[src/rtl/i2c_target.sv]
// I2C target: 7-bit address match, byte receive and transmit over an
// oversampled, synchronised SCL/SDA pair in the clk domain.
module i2c_target #(
    parameter logic [6:0] ADDRESS     = 7'h50,
    parameter int         SYNC_STAGES = 2
) (
    input  logic       clk,
    input  logic       reset,
    input  logic       scl_in,
    input  logic       sda_in,
    output logic       sda_oe,
    output logic [7:0] rx_data,
    output logic       rx_valid,
    input  logic [7:0] tx_data,
    output logic       tx_req,
    output logic       busy,
    output logic       addressed,
    output logic       restart_det
);

    typedef enum logic [2:0] {
        IDLE, ADDR, ADDR_ACK, RX_BYTE, RX_ACK, TX_BYTE, TX_ACK
    } state_t;

    logic [SYNC_STAGES-1:0] scl_sync, sda_sync;
    logic scl_s, sda_s, scl_p, sda_p;
    logic scl_rise, scl_fall, start, stop;

    state_t     state, state_n;
    logic [2:0] cnt, cnt_n;
    logic [7:0] shift, shift_n, rx_data_n, byte_in;
    logic       rw, rw_n, oe_n, rx_valid_n, busy_n, addr_n, rs_n, load_tx;

    assign scl_s = scl_sync[SYNC_STAGES-1];
    assign sda_s = sda_sync[SYNC_STAGES-1];

    assign scl_rise = scl_s & ~scl_p;
    assign scl_fall = ~scl_s & scl_p;
    assign start    = scl_s & scl_p & sda_p & ~sda_s;
    assign stop     = scl_s & scl_p & ~sda_p & sda_s;
    assign byte_in  = {shift[6:0], sda_s};
    assign tx_req   = load_tx & ~reset;

    always_ff @(posedge clk) begin
        if (reset) begin
            scl_sync <= '1;
            sda_sync <= '1;
            scl_p    <= 1'b1;
            sda_p    <= 1'b1;
        end else begin
            scl_sync <= {scl_sync[SYNC_STAGES-2:0], scl_in};
            sda_sync <= {sda_sync[SYNC_STAGES-2:0], sda_in};
            scl_p    <= scl_s;
            sda_p    <= sda_s;
        end
    end

    always_ff @(posedge clk) begin
        if (reset) begin
            state       <= IDLE;
            cnt         <= 3'd0;
            shift       <= 8'h00;
            rw          <= 1'b0;
            sda_oe      <= 1'b0;
            rx_data     <= 8'h00;
            rx_valid    <= 1'b0;
            busy        <= 1'b0;
            addressed   <= 1'b0;
            restart_det <= 1'b0;
        end else begin
            state       <= state_n;
            cnt         <= cnt_n;
            shift       <= shift_n;
            rw          <= rw_n;
            sda_oe      <= oe_n;
            rx_data     <= rx_data_n;
            rx_valid    <= rx_valid_n;
            busy        <= busy_n;
            addressed   <= addr_n;
            restart_det <= rs_n;
        end
    end

    always_comb begin
        state_n    = state;
        cnt_n      = cnt;
        shift_n    = shift;
        rw_n       = rw;
        oe_n       = sda_oe;
        rx_data_n  = rx_data;
        rx_valid_n = 1'b0;
        busy_n     = busy;
        addr_n     = addressed;
        rs_n       = 1'b0;
        load_tx    = 1'b0;
        if (start) begin
            state_n = ADDR;
            cnt_n   = 3'd0;
            shift_n = 8'h00;
            busy_n  = 1'b1;
            addr_n  = 1'b0;
            rs_n    = busy;
        end else if (stop) begin
            state_n = IDLE;
            cnt_n   = 3'd0;
            busy_n  = 1'b0;
            addr_n  = 1'b0;
            oe_n    = 1'b0;
        end else begin
            unique case (state)
                ADDR: if (scl_rise) begin
                    shift_n = byte_in;
                    cnt_n   = cnt + 3'd1;
                    if (cnt == 3'd7) begin
                        if (byte_in[7:1] == ADDRESS) begin
                            addr_n  = 1'b1;
                            rw_n    = byte_in[0];
                            state_n = ADDR_ACK;
                        end else begin
                            state_n = IDLE;
                            oe_n    = 1'b0;
                        end
                    end
                end
                // sda_oe doubles as the phase flag: low = ACK not yet driven
                ADDR_ACK, RX_ACK: if (scl_fall) begin
                    if (!sda_oe) begin
                        oe_n = 1'b1;
                    end else if (state == RX_ACK || !rw) begin
                        oe_n    = 1'b0;
                        cnt_n   = 3'd0;
                        state_n = RX_BYTE;
                    end else begin
                        load_tx = 1'b1;
                    end
                end
                RX_BYTE: if (scl_rise) begin
                    shift_n = byte_in;
                    cnt_n   = cnt + 3'd1;
                    if (cnt == 3'd7) begin
                        rx_data_n  = byte_in;
                        rx_valid_n = 1'b1;
                        state_n    = RX_ACK;
                    end
                end
                TX_BYTE: if (scl_fall) begin
                    if (cnt == 3'd7) begin
                        oe_n    = 1'b0;
                        cnt_n   = 3'd0;
                        state_n = TX_ACK;
                    end else begin
                        oe_n    = ~shift[7];
                        shift_n = {shift[6:0], 1'b0};
                        cnt_n   = cnt + 3'd1;
                    end
                end
                // cnt == 1 records that the controller acknowledged
                TX_ACK: begin
                    if (scl_rise) begin
                        if (sda_s) begin
                            state_n = IDLE;
                            addr_n  = 1'b0;
                        end else begin
                            cnt_n = 3'd1;
                        end
                    end else if (scl_fall && cnt == 3'd1) begin
                        load_tx = 1'b1;
                    end
                end
                default: ;
            endcase
            if (load_tx) begin
                oe_n    = ~tx_data[7];
                shift_n = {tx_data[6:0], 1'b0};
                cnt_n   = 3'd0;
                state_n = TX_BYTE;
            end
        end
    end

endmodule

[config.mk]
export PLATFORM = sky130hd
export DESIGN_NAME = i2c_target
export DESIGN_NICKNAME = d
export VERILOG_FILES = /design/src/rtl/i2c_target.sv
export SDC_FILE = /design/constraint.sdc
export NUM_CORES = 1
export LEC_CHECK = 0
export CORE_MARGIN = 3
export CORE_UTILIZATION = 40
export DETAILED_ROUTE_END_ITERATION = 16
export DONT_BUFFER_PORTS = 1
export PLACE_DENSITY = 0.59
export SYNTH_ARGS = -nofsm -noshare
export SYNTH_HDL_FRONTEND = slang
export SYNTH_SLANG_ARGS = --single-unit
[constraint.sdc]
create_clock -name clk -period 4 [get_ports clk]
set_input_delay 0.2 -clock clk [delete_from_list [all_inputs] [get_ports clk]]
set_output_delay 0.2 -clock clk [all_outputs]
set_load 0.02 [all_outputs]
==> metrics.cfg <==
[critical_path]
rr_startpoint=state[2]$_SDFFE_PP0P_
cp_max_fo=22
cp-start-kind=flip-flop
critPathMaxStageDelay_ns=0.83
arrival_ns=2.47
r2r_setup_slack_ns=1.77
crit_buf_inv=1
critPathKind=reg2reg
crit_family=flip-flops
crit_path_start=state[2]$_SDFFE_PP0P_
worstPathRequired_ns=4.24
path_cells=and3b_1, o21ai_1, buf_4, nand2b_1, a2111oi_0, a211o_1
worst-r2r-cell-count=6
cpMaxStageDelayCell=dfxtp_1
critPathCaptureType=flip-flop
worstSetupPathDepth=6

[place]
place_congestion=0.9402
dp_hpwl_mm=2.777
port_buffers=0
dp_slack_ns=1.804
place_area_um2=1810

[die]
start_util_pct=43.48
die_w_um=73.35
die_y_um=73.35
fp.coreArea_um2=4173
rows=23
die_area_um2=5379
ios=26

[min_path]
hp-class=in2reg
hold_depth=1
worstHoldStart=sda_in

[power_and_ir_drop]
finalPower_w=0.0007638
power_per_cell_area_nw_per_um2=389.1
ir_drop_v=0.0002052
leakagePower_nw=0.8424

[grt]
grt_pass1_vias=1439
track_usage_pct=15.75
antenna_found_initial=0
grt_pass1_wl_mm=6.610
grt_max_degree=23
grt_overflow=0

[cells_and_area]
finalNetCount=210
final_cell_mix=dfxtp_1 (34), nor2_1 (29), mux2i_1 (18), nand2_1 (8)
diodes=0
area_delta_synth_final_pct=8.207
final_area_um2=1963
fin_util_pct=47.05
drive_above_1_share_pct=12.76
layout_commonest_cell=dfxtp_1

[drt]
avgRoutedWirePerCell_um=16.42
drtIter0Drc=232
ant_nets=0
vias_per_cell=6.024
num_vias=1482
dr.pass1.iters=4
wl_mm=4.039
drc=0

[synthesis]
syn_avg_cell_area_um2=9.026
syn_area_um2=1814
yosysSeqAreaShare_pct=37.52
syn-num-nets=216
synth_ff_type=dfxtp_1
synth_cell_types=56
async_reset_ff_share_pct=0
synth_edf_count=0
synth_cells=201
yosysWarnings=0
ys_ff_latch=34

[clock_network]
cts_buffers=5
htreeDepth=2
insertion_delay_ns=0.29
cts_buffer_depth=2
clkSinkCount=34
post_cts.repair.setup_buffers=0
tritoncts=done
cts_root_buffer=clkbuf_8
clkTransAtPathRegs_ns=0.07

[timing]
fin_crit_sh_pct=55.86
skew_ns=0.005349
rsz0062_at_grt=no
finalCriticalPeriod_ns=2.234
hold_violations=0
setup_viol=0
worst_slack_ns=1.766
slew_violations=0
worst_pin_slew_ns=0.7794
max_slew_margin_pct=47.97
fmax_ghz=0.4475
fin_setup_tns_ns=0

[run]
drv_cap=0

[status]
status=finished, final reports clean

per-stage QoR:
stage          hold slack [ns]  cells
2_1_floorplan           0.3038    201
3_3_place_gp            0.2755    237
3_5_place_dp            0.2760    237
4_1_cts               0.008434    246
5_1_grt              0.0001913    246
6_report               0.01505    246
per-layer routing:
layer	vias to the layer above	track usage, %	routed length [µm]
met4	0	4.829	25
met2	56	23.24	1811
met3	5	4.925	274
met5	-	0	0
li1	715	-	-
met1	706	21.93	1927
state kept, by name (all words and copies together) (netlist names):
| name | count |
|---|---|
| sda_sync | 2 |
| rw | 1 |
| restart_det | 1 |
| sda_oe | 1 |
| rx_valid | 1 |
| scl_sync | 2 |
| sda_p | 1 |
| shift | 8 |
| scl_p | 1 |
| cnt | 3 |
| busy | 1 |
| state | 3 |
| rx_data | 8 |
| addressed | 1 |
power by group:
| part | internal, W | switching (W) |
|---|---|---|
| clock | 0.000266 | 0.000128 |
| sequential | 0.000341 | 0.00000562 |
| combinational | 0.00000979 | 0.0000134 |
worst paths after layout:
path,to
max,sda_oe$_SDFFE_PP0P_
min,sda_sync[0]$_SDFF_PP1_
min reg2reg,sda_sync[1]$_SDFF_PP1_
max reg2reg,sda_oe$_SDFFE_PP0P_
logic make-up after synthesis:
kind of cell,count (synthesis),synth area share (%)
fa+ha+maj,3,2.069
xor+xnor,2,0.9657
simple gates,77,23.24
compound gates,46,20.97
buf+inv,21,5.310
flops,34,37.52
mux,18,9.931
worst register-to-register path, cell delays in order, from the launching register on:
cell	delay [ns]
dfxtp_1	0.83
and3b_1	0.27
o21ai_1	0.13
buf_4	0.25
nand2b_1	0.21
a2111oi_0	0.35
a211o_1	0.15
final cells by class:
cell class / instances / area [µm²]
repair buffers: 2 / 17.52
clock buffers: 6 / 82.58
multi-input cells: 146 / 1037
well taps: 50 / 62.56
fillers: 387 / 2210
clock inverters: 2 / 60.06
inverters: 6 / 22.52
flip-flops and latches: 34 / 680.7
cells in the mapped netlist, types with 2 or more instances:
master | instances | area (µm²)
dfxtp_1 | 34 | 680.7
nor2_1 | 29 | 108.9
mux2i_1 | 18 | 180.2
buf_2 | 8 | 40.04
nand2_1 | 8 | 30.03
a211oi_1 | 7 | 52.55
or2_2 | 7 | 43.79
inv_1 | 6 | 22.52
a31oi_1 | 5 | 31.28
clkbuf_1 | 5 | 18.77
nand3_1 | 5 | 25.02
a21oi_1 | 4 | 20.02
nand2b_1 | 4 | 25.02
and3b_1 | 3 | 26.28
ha_1 | 3 | 37.54
nor2b_1 | 3 | 18.77
o21ai_0 | 3 | 15.01
a31o_2 | 2 | 17.52
and2_1 | 2 | 12.51
and3_1 | 2 | 12.51
nor3_1 | 2 | 10.01
nor3b_1 | 2 | 15.01
nor4_1 | 2 | 12.51
o21ai_1 | 2 | 10.01
o31ai_1 | 2 | 15.01
o32ai_1 | 2 | 17.52
xor2_1 | 2 | 17.52
repair_timing:
| item | CTS | global route |
|---|---|---|
| hold buffers | 1 | 0 |
| endpoints found under the hold margin | 11 | 0 |
| resized for setup | 0 | 0 |
(Power assumes the default switching activity.)
